### src/rtl/mem_arbiter.sv
// ---------------------------------------------------------------------------
// mem_arbiter
//   Shares one single-ported unified memory between the fetch stage
//   (instruction reads) and the memory stage (loads/stores). Accesses are
//   serialized; each one occupies the memory for WAIT_CYCLES cycles and
//   finishes with a one-cycle acknowledge to the requesting port. The data
//   port wins a simultaneous request. A port whose ack is high in the current
//   cycle is skipped for grant, so two ports streaming back-to-back alternate.
//
// Ports
//   clk, reset              system clock (rising edge), async active-low reset
//   if_req/if_addr          fetch read request (held until if_ack) and address
//   if_rdata/if_ack         registered fetch data, one-cycle completion pulse
//   stall_if                fetch stage must freeze
//   d_rd/d_wr               load/store request (held until d_ack)
//   d_addr/d_wdata          data address and store data
//   d_rdata/d_ack           registered load data, one-cycle completion pulse
//   stall_mem               memory stage must freeze
//   mem_addr/mem_wdata      memory address and write data (latched at grant)
//   mem_re/mem_we           memory read/write enables
//   mem_rdata               memory read data, valid in the last busy cycle
//
// States
//   IDLE   | no access in progress; grant evaluated every cycle
//   BUSY_I | fetch read in progress, counter counts down to 0
//   BUSY_D | load or store in progress, counter counts down to 0
// ---------------------------------------------------------------------------
module mem_arbiter #(
  parameter int WAIT_CYCLES = 2,
  parameter int AW          = 32,
  parameter int DW          = 32
) (
  input  logic          clk,
  input  logic          reset,
  input  logic          if_req,
  input  logic [AW-1:0] if_addr,
  output logic [DW-1:0] if_rdata,
  output logic          if_ack,
  output logic          stall_if,
  input  logic          d_rd,
  input  logic          d_wr,
  input  logic [AW-1:0] d_addr,
  input  logic [DW-1:0] d_wdata,
  output logic [DW-1:0] d_rdata,
  output logic          d_ack,
  output logic          stall_mem,
  output logic [AW-1:0] mem_addr,
  output logic [DW-1:0] mem_wdata,
  output logic          mem_re,
  output logic          mem_we,
  input  logic [DW-1:0] mem_rdata
);

  // A latency of zero cannot be honoured; it behaves as one wait state.
  localparam int WC = (WAIT_CYCLES < 1) ? 1 : WAIT_CYCLES;
  localparam int CW = $clog2(WC + 1);
  localparam logic [CW-1:0] CNT_LOAD = CW'(WC - 1);

  typedef enum logic [1:0] {
    IDLE   = 2'd0,
    BUSY_I = 2'd1,
    BUSY_D = 2'd2
  } state_t;

  state_t        state, state_nxt;
  logic [CW-1:0] cnt, cnt_nxt;
  logic [AW-1:0] addr_q, addr_nxt;
  logic [DW-1:0] wdata_q, wdata_nxt;
  logic          we_q, we_nxt;
  logic          if_ack_q, if_ack_nxt;
  logic          d_ack_q, d_ack_nxt;
  logic [DW-1:0] if_rdata_q, if_rdata_nxt;
  logic [DW-1:0] d_rdata_q, d_rdata_nxt;

  logic d_go;
  logic i_go;

  // A request whose ack is showing right now is the one just finished.
  assign d_go = (d_rd | d_wr) & ~d_ack_q;
  assign i_go = if_req & ~if_ack_q;

  always_ff @(posedge clk or negedge reset) begin
    if (!reset) begin
      state      <= IDLE;
      cnt        <= '0;
      addr_q     <= '0;
      wdata_q    <= '0;
      we_q       <= 1'b0;
      if_ack_q   <= 1'b0;
      d_ack_q    <= 1'b0;
      if_rdata_q <= '0;
      d_rdata_q  <= '0;
    end else begin
      state      <= state_nxt;
      cnt        <= cnt_nxt;
      addr_q     <= addr_nxt;
      wdata_q    <= wdata_nxt;
      we_q       <= we_nxt;
      if_ack_q   <= if_ack_nxt;
      d_ack_q    <= d_ack_nxt;
      if_rdata_q <= if_rdata_nxt;
      d_rdata_q  <= d_rdata_nxt;
    end
  end

  always_comb begin
    state_nxt    = state;
    cnt_nxt      = cnt;
    addr_nxt     = addr_q;
    wdata_nxt    = wdata_q;
    we_nxt       = we_q;
    if_ack_nxt   = 1'b0;
    d_ack_nxt    = 1'b0;
    if_rdata_nxt = if_rdata_q;
    d_rdata_nxt  = d_rdata_q;

    unique case (state)
      IDLE: begin
        if (d_go) begin
          state_nxt = BUSY_D;
          addr_nxt  = d_addr;
          wdata_nxt = d_wdata;
          we_nxt    = d_wr;     // rd and wr together count as a store
          cnt_nxt   = CNT_LOAD;
        end else if (i_go) begin
          state_nxt = BUSY_I;
          addr_nxt  = if_addr;
          we_nxt    = 1'b0;
          cnt_nxt   = CNT_LOAD;
        end
      end
      BUSY_I: begin
        if (cnt == '0) begin
          state_nxt    = IDLE;
          if_ack_nxt   = 1'b1;
          if_rdata_nxt = mem_rdata;
        end else begin
          cnt_nxt = cnt - CW'(1);
        end
      end
      BUSY_D: begin
        if (cnt == '0) begin
          state_nxt = IDLE;
          d_ack_nxt = 1'b1;
          if (!we_q) d_rdata_nxt = mem_rdata;
        end else begin
          cnt_nxt = cnt - CW'(1);
        end
      end
      default: state_nxt = IDLE;
    endcase
  end

  assign mem_addr  = addr_q;
  assign mem_wdata = wdata_q;
  assign mem_re    = (state == BUSY_I) | ((state == BUSY_D) & ~we_q);
  assign mem_we    = (state == BUSY_D) & we_q;

  assign if_ack    = if_ack_q;
  assign d_ack     = d_ack_q;
  assign if_rdata  = if_rdata_q;
  assign d_rdata   = d_rdata_q;
  assign stall_if  = if_req & ~if_ack_q;
  assign stall_mem = (d_rd | d_wr) & ~d_ack_q;

endmodule

### config.mk
export PLATFORM = sky130hd
export DESIGN_NAME = mem_arbiter
export DESIGN_NICKNAME = d
export VERILOG_FILES = /design/src/rtl/mem_arbiter.sv
export SDC_FILE = /design/constraint.sdc
export NUM_CORES = 1
export LEC_CHECK = 0
export CAP_MARGIN = 0
export CORE_ASPECT_RATIO = 1.2
export CORE_UTILIZATION = 41
export CTS_CLUSTER_SIZE = 8
export DETAILED_ROUTE_END_ITERATION = 10
export GPL_TIMING_DRIVEN = 0
export PLACE_DENSITY = 0.81
export SLEW_MARGIN = 20
export SYNTH_ARGS = -nofsm -noshare
export SYNTH_HDL_FRONTEND = slang
export SYNTH_SLANG_ARGS = --single-unit
### constraint.sdc
create_clock -name clk -period 2.1 [get_ports clk]
set_input_delay 0.42 -clock clk [delete_from_list [all_inputs] [get_ports clk]]
set_output_delay 0.42 -clock clk [all_outputs]
set_load 0.02 [all_outputs]
==> metrics.csv, run 1 <==
metric,value,unit
die area,13900,µm²
largest net degree at the start of global routing,79,
area of the multi-input gates,1930,µm²
GRT overflow,0,
Final Util,68.0,%
DIE HEIGHT,129,µm
max_slew headroom,59.8,%
clock net sink count,135,
Max Cap Viol,0,
dpl cells,794,
initial antenna violation count,0,
Routed WL,15400,µm
Final nets,784,
net count of the mapped netlist,496,
Total Neg Setup Slack,0,ns
Mapped Cells,359,
Hold WS,-0.000860,ns
"Power, Total",14900,µW
DRC viols,0,
filler instances,990,
Worst Setup Start Kind,input port,
Final Hold Viols,2,
Critical Path Fanout Max,4,
Syn Area/Cell,15.3,µm²
period utilisation layout,95.9,%
CTS H-tree lvls,4,
Post-DP HPWL,11700,µm
core area,13200,µm²
Setup crit end kind,output port,
"most common cell after layout, fill and taps aside",clkdlybuf4s50_1,
Antenna Cells,0,
per-cell routed wire length,18.6,µm
f_max,497,MHz
first-pass iteration count of the detailed router,6,
worst skew pair latency,0.41,ns
DR vias,4244,
Reg area,3380,µm²
ANT nets after route,0,
Post-Layout Cell Count,828,
RSZ-0062 raised after global routing,no,
all-layer global routing usage,22.5,%
CTS tree,built,
row count,46,
DRT iter0 DRCs,215,
Worst Tran Pin Value,0.603,ns
DR top layer,met4,
IO Port Bufs,266,
yosys warns,0,
die width,108,µm
failing checks,negative hold slack,
first-pass GRT wire length,23500,µm
Crit path arrival time,1.59,ns
GPL Wtd Cong,0.833,
status,finished with violations,
fin. max-slew vios,0,
Pleak,0.00369,µW
clk root buf,clkbuf_16,
# setup viols final,0,
hold buffers post-CTS,0,
Max clock buf depth,2,
peak supply drop,1.00,mV
"Req. time, crit path",1.68,ns
vias in the first global route,4591,
pwr dens,1660,nW/µm²
via density per instance,5.13,
clock skew,0.00579,ns
WL met2,8190,µm
most frequent cells in the layout,"clkdlybuf4s50_1, dfrtp_1, mux2_2, mux2_1",
Metal-1 WL,5520,µm
total CTS buffers,17,
Syn Std Cell Area,5510,µm²
Area Overhead vs Synth,62.7,%
share of cells above drive strength 1,21.7,%
final worst path period need,2.01,ns
Worst Setup Path Type,input port to output port,
Top Ports,267,
Hold WC Path Type,input port to async pin,
Synth Register Bits,135,
"Seq/Total Area, Yosys",61.3,%
initial core utilization,41.8,%
met3 wire len,1370,µm
clk slew on worst S/H paths,0.05,ns
synth unique cells,34,
==> metal layers <==
layer | vias to the layer above | GRT usage (%)
li1 | 1912 | -
met1 | 2113 | 23.6
met2 | 194 | 40.3
met3 | 25 | 8.97
met4 | 0 | 8.62
met5 | - | 0
==> cell families after synthesis <==
logic type,count (synthesis),share of synthesized area (%)
flip-flops,135,61.3
buffers and inverters,31,3.68
AO/OA/AOI/OAI,44,8.49
multiplexers,96,19.6
adder cells (fa/ha/maj),4,0.909
AND/OR/NAND/NOR,49,5.97
==> repair_timing <==
item | CTS | global route
cloned | 0 | 0
pin swaps | 1 | 1
setup endpoints to repair | 4 | 2
gates resized for setup | 4 | 1
setup buffers | 0 | 2
==> final timing paths <==
kind	from	to	slack (ns)	cells past startpoint
worst max register to register	state[1]	mem_wdata[8]	0.20	6
min in group clk	mem_wdata[3]	mem_wdata[3]	0.48	1
worst min register to register	mem_wdata[3]	mem_wdata[3]	0.48	1
worst max-delay path	d_wr	stall_mem	0.09	4
max in group asynchronous	reset	mem_wdata[13]	1.41	2
worst min-delay path	reset	mem_addr[24]	-0.0009	1
==> power breakdown <==
part / total [µW] / switching [µW] / leakage (µW) / internal (µW)
registers: 4630 / 704 / 0.00156 / 3930
clock network: 2660 / 1040 / 0.000262 / 1620
logic: 7570 / 3600 / 0.00187 / 3970
==> sequential cells by signal, summed over array words and instances (netlist names) <==
name / cells
cnt: 2
mem_wdata: 32
if_rdata: 32
if_ack: 1
we_q: 1
d_rdata: 32
state: 2
mem_addr: 32
d_ack: 1
==> critical path, stage by stage <==
cell	delay [ns]
clkdlybuf4s50_1	0.60
o21bai_4	0.12
inv_1	0.09
dlygate4sd2_1	0.37
==> cell usage after synthesis <==
cell / n / share of area (%)
inv_1: 9 / 0.61
a31oi_1: 1 / 0.11
a21oi_1: 2 / 0.18
nand2_1: 2 / 0.14
nand2b_4: 2 / 0.50
nor2b_1: 1 / 0.11
nor3_1: 1 / 0.091
buf_2: 6 / 0.55
o22ai_1: 1 / 0.11
nor2_8: 1 / 0.36
nand3_1: 3 / 0.27
dfrtp_1: 135 / 61
buf_4: 3 / 0.41
a311o_1: 1 / 0.18
mux2_1: 44 / 9.0
a21oi_4: 1 / 0.30
and2_1: 2 / 0.23
a22o_1: 1 / 0.16
buf_6: 9 / 1.8
o21bai_4: 1 / 0.34
a21o_1: 1 / 0.14
o211ai_1: 1 / 0.14
nand2b_1: 1 / 0.11
nand3_2: 1 / 0.18
ha_1: 4 / 0.91
inv_2: 1 / 0.068
o221a_1: 1 / 0.20
nor2_1: 2 / 0.14
o21ai_0: 1 / 0.091
nor2_4: 1 / 0.20
o221a_2: 32 / 6.5
or3_1: 32 / 3.6
clkbuf_1: 3 / 0.20
mux2_2: 52 / 11
==> layout make-up <==
| type | count | area share [%] |
|---|---|---|
| buffer | 21 | 1.84 |
| clock buffer | 24 | 5.48 |
| clock inverter | 8 | 0.530 |
| inverter | 10 | 0.419 |
| multi-input combinational | 193 | 21.5 |
| sequential | 135 | 37.7 |
| tap | 168 | 2.34 |
| timing repair buffer | 269 | 30.2 |
==> metrics by stage <==
step | area, µm² | setup slack (ns)
after floorplan | 5510 | 0.476
after global placement | 8380 | -4.46
after detailed placement | 8410 | -0.229
after CTS | 8950 | 0.0164
after global routing | 8960 | 0.00337
final | 8960 | 0.0869
(Power assumes the default switching activity.)
==> run 2, diff against run 1 <==
CORE_MARGIN = 8   (was not set)
==> metrics.csv, run 2 (synthesized netlist as in run 1, its figures left out) <==
metric,value,unit
period utilisation layout,96.9,%
Worst Setup Path Type,input port to output port,
DIE HEIGHT,143,µm
Logic pwr share,50.2,%
fin. max-slew vios,0,
Max clock buf depth,2,
DP Area,8410,µm²
die width,122,µm
GPL Wtd Cong,0.860,
Final Hold Viols,10,
CTS tree,built,
dpl cells,794,
total CTS buffers,17,
core area,13200,µm²
via density per instance,5.15,
worst skew pair latency,0.41,ns
all-layer global routing usage,20.0,%
initial core utilization,41.8,%
Worst Tran Pin Value,0.610,ns
# setup viols final,0,
R2R depth,5,
hold buffers post-CTS,0,
Seq pwr share,30.5,%
IO Port Bufs,266,
clock power share,19.4,%
Post-Layout Cell Count,827,
first-pass iteration count of the detailed router,4,
clock net sink count,135,
Final nets,783,
pwr dens,1690,nW/µm²
Crit path arrival time,1.61,ns
initial antenna violation count,0,
P_int,9680,µW
"most common cell after layout, fill and taps aside",clkdlybuf4s50_1,
crit path capture,stall_if,
ANT nets after route,0,
max_slew headroom,59.3,%
largest net degree at the start of global routing,80,
row count,46,
RSZ-0062 raised after global routing,no,
CP Launch Point,if_req,
Hold WS,-0.0161,ns
Top Ports,267,
Post-DP HPWL,13500,µm
clk slew on worst S/H paths,0.06,ns
first-pass GRT wire length,27100,µm
DR vias,4256,
Area Overhead vs Synth,63.5,%
CTS H-tree lvls,4,
GRT overflow,0,
Worst R2R End,d_rdata[1],
Pleak,0.00371,µW
f_max,492,MHz
"Req. time, crit path",1.68,ns
Critical Path Fanout Max,5,
clk root buf,clkbuf_16,
"Power, Total",15200,µW
vias in the first global route,4863,
"Design Area, Final",9010,µm²
reg-to-reg setup timing slack,0.21,ns
DRC viols,0,
Worst Setup Start Kind,input port,
Setup crit end kind,output port,
Routed WL,17400,µm
peak supply drop,0.954,mV
die area,17400,µm²
Switch Pwr,5550,µW
Antenna Cells,0,
failing checks,negative hold slack,
sw frac,36.4,%
Hold WC Path Type,input port to async pin,
FF-to-FF Start,cnt[0],
clock skew,0.00561,ns
share of cells above drive strength 1,21.9,%
per-cell routed wire length,21.1,µm
Max Cap Viol,0,
most frequent cells in the layout,"clkdlybuf4s50_1, dfrtp_1, mux2_2, mux2_1",
DRT iter0 DRCs,257,
status,finished with violations,
final worst path period need,2.03,ns
==> run 2: changes by cell type in the layout (fill, tap and decap cells not counted), moves of 2 or more <==
cell	before	now
clkinv_4	0	4
clkbuf_8	4	1
clkinv_2	5	2
inv_6	0	3
bufinv_16	0	2
clkbuf_1	6	4
==> run 2: stage by stage <==
| step | setup TNS, ns | utilization, % | setup WS, ns |
|---|---|---|---|
| after floorplan | 0 | - | 0.476 |
| after global placement | -607.21 | 63.6 | -4.51 |
| after detailed placement | -0.428 | 63.8 | -0.238 |
| after CTS | 0 | 68.3 | 0.00829 |
| after global routing | 0 | 68.3 | 0.00996 |
| final | 0 | 68.3 | 0.0656 |
==> run 2: how the worst min path moves through the flow <==
| stage | from | depth (start not counted) | slack, ns | to |
|---|---|---|---|---|
| final | reset | 1 | -0.02 | mem_addr[22] |
| after global routing | reset | 1 | 0.03 | mem_addr[22] |
| after CTS | reset | 1 | 0.01 | mem_addr[22] |
| after detailed placement | reset | 1 | 0.45 | mem_addr[22] |
| after global placement | mem_wdata[3] | 1 | 0.47 | mem_wdata[3] |
| after floorplan | reset | 0 | 0.12 | cnt[0] |
==> run 2: worst max-delay path: stages <==
cell             delay, ns
clkdlybuf4s50_1       0.50
nand2b_4              0.09
inv_1                 0.20
dlygate4sd2_1         0.40
==> run 2: cell type report <==
cell class                      count  area [µm²]
Timing Repair Buffer              268        2700
Tap cell                          168         210
Inverter                           10        37.5
Fill cell                         965        4170
Clock inverter                     13         146
Clock buffer                       19         443
Buffer                             21         165
Multi-Input combinational cell    193        1930
Sequential cell                   135        3380
==> run 2: per-layer routing <==
metal | GRT usage, % | vias up | part of all wire, %
met3 | 7.74 | 39 | 10
met5 | 0 | - | 0
met1 | 20.3 | 2100 | 35
met4 | 8.52 | 0 | 3.0
li1 | - | 1904 | -
met2 | 35.5 | 213 | 52
==> run 2: power groups by stage <==
stage	combinational, µW	sequential [µW]	clock, µW
floorplan	2430	6140	0
global placement	7530	4570	0
detailed placement	7720	4670	0
CTS	7750	4650	3010
global route	8070	4790	3140
finish	7640	4640	2950
==> run 2: what timing repair did <==
item                                    4_1_cts  5_1_grt
gates resized for setup                       4        0
pin swaps                                     1        1
buffers inserted                              0        1
endpoints found under the setup margin        4        1
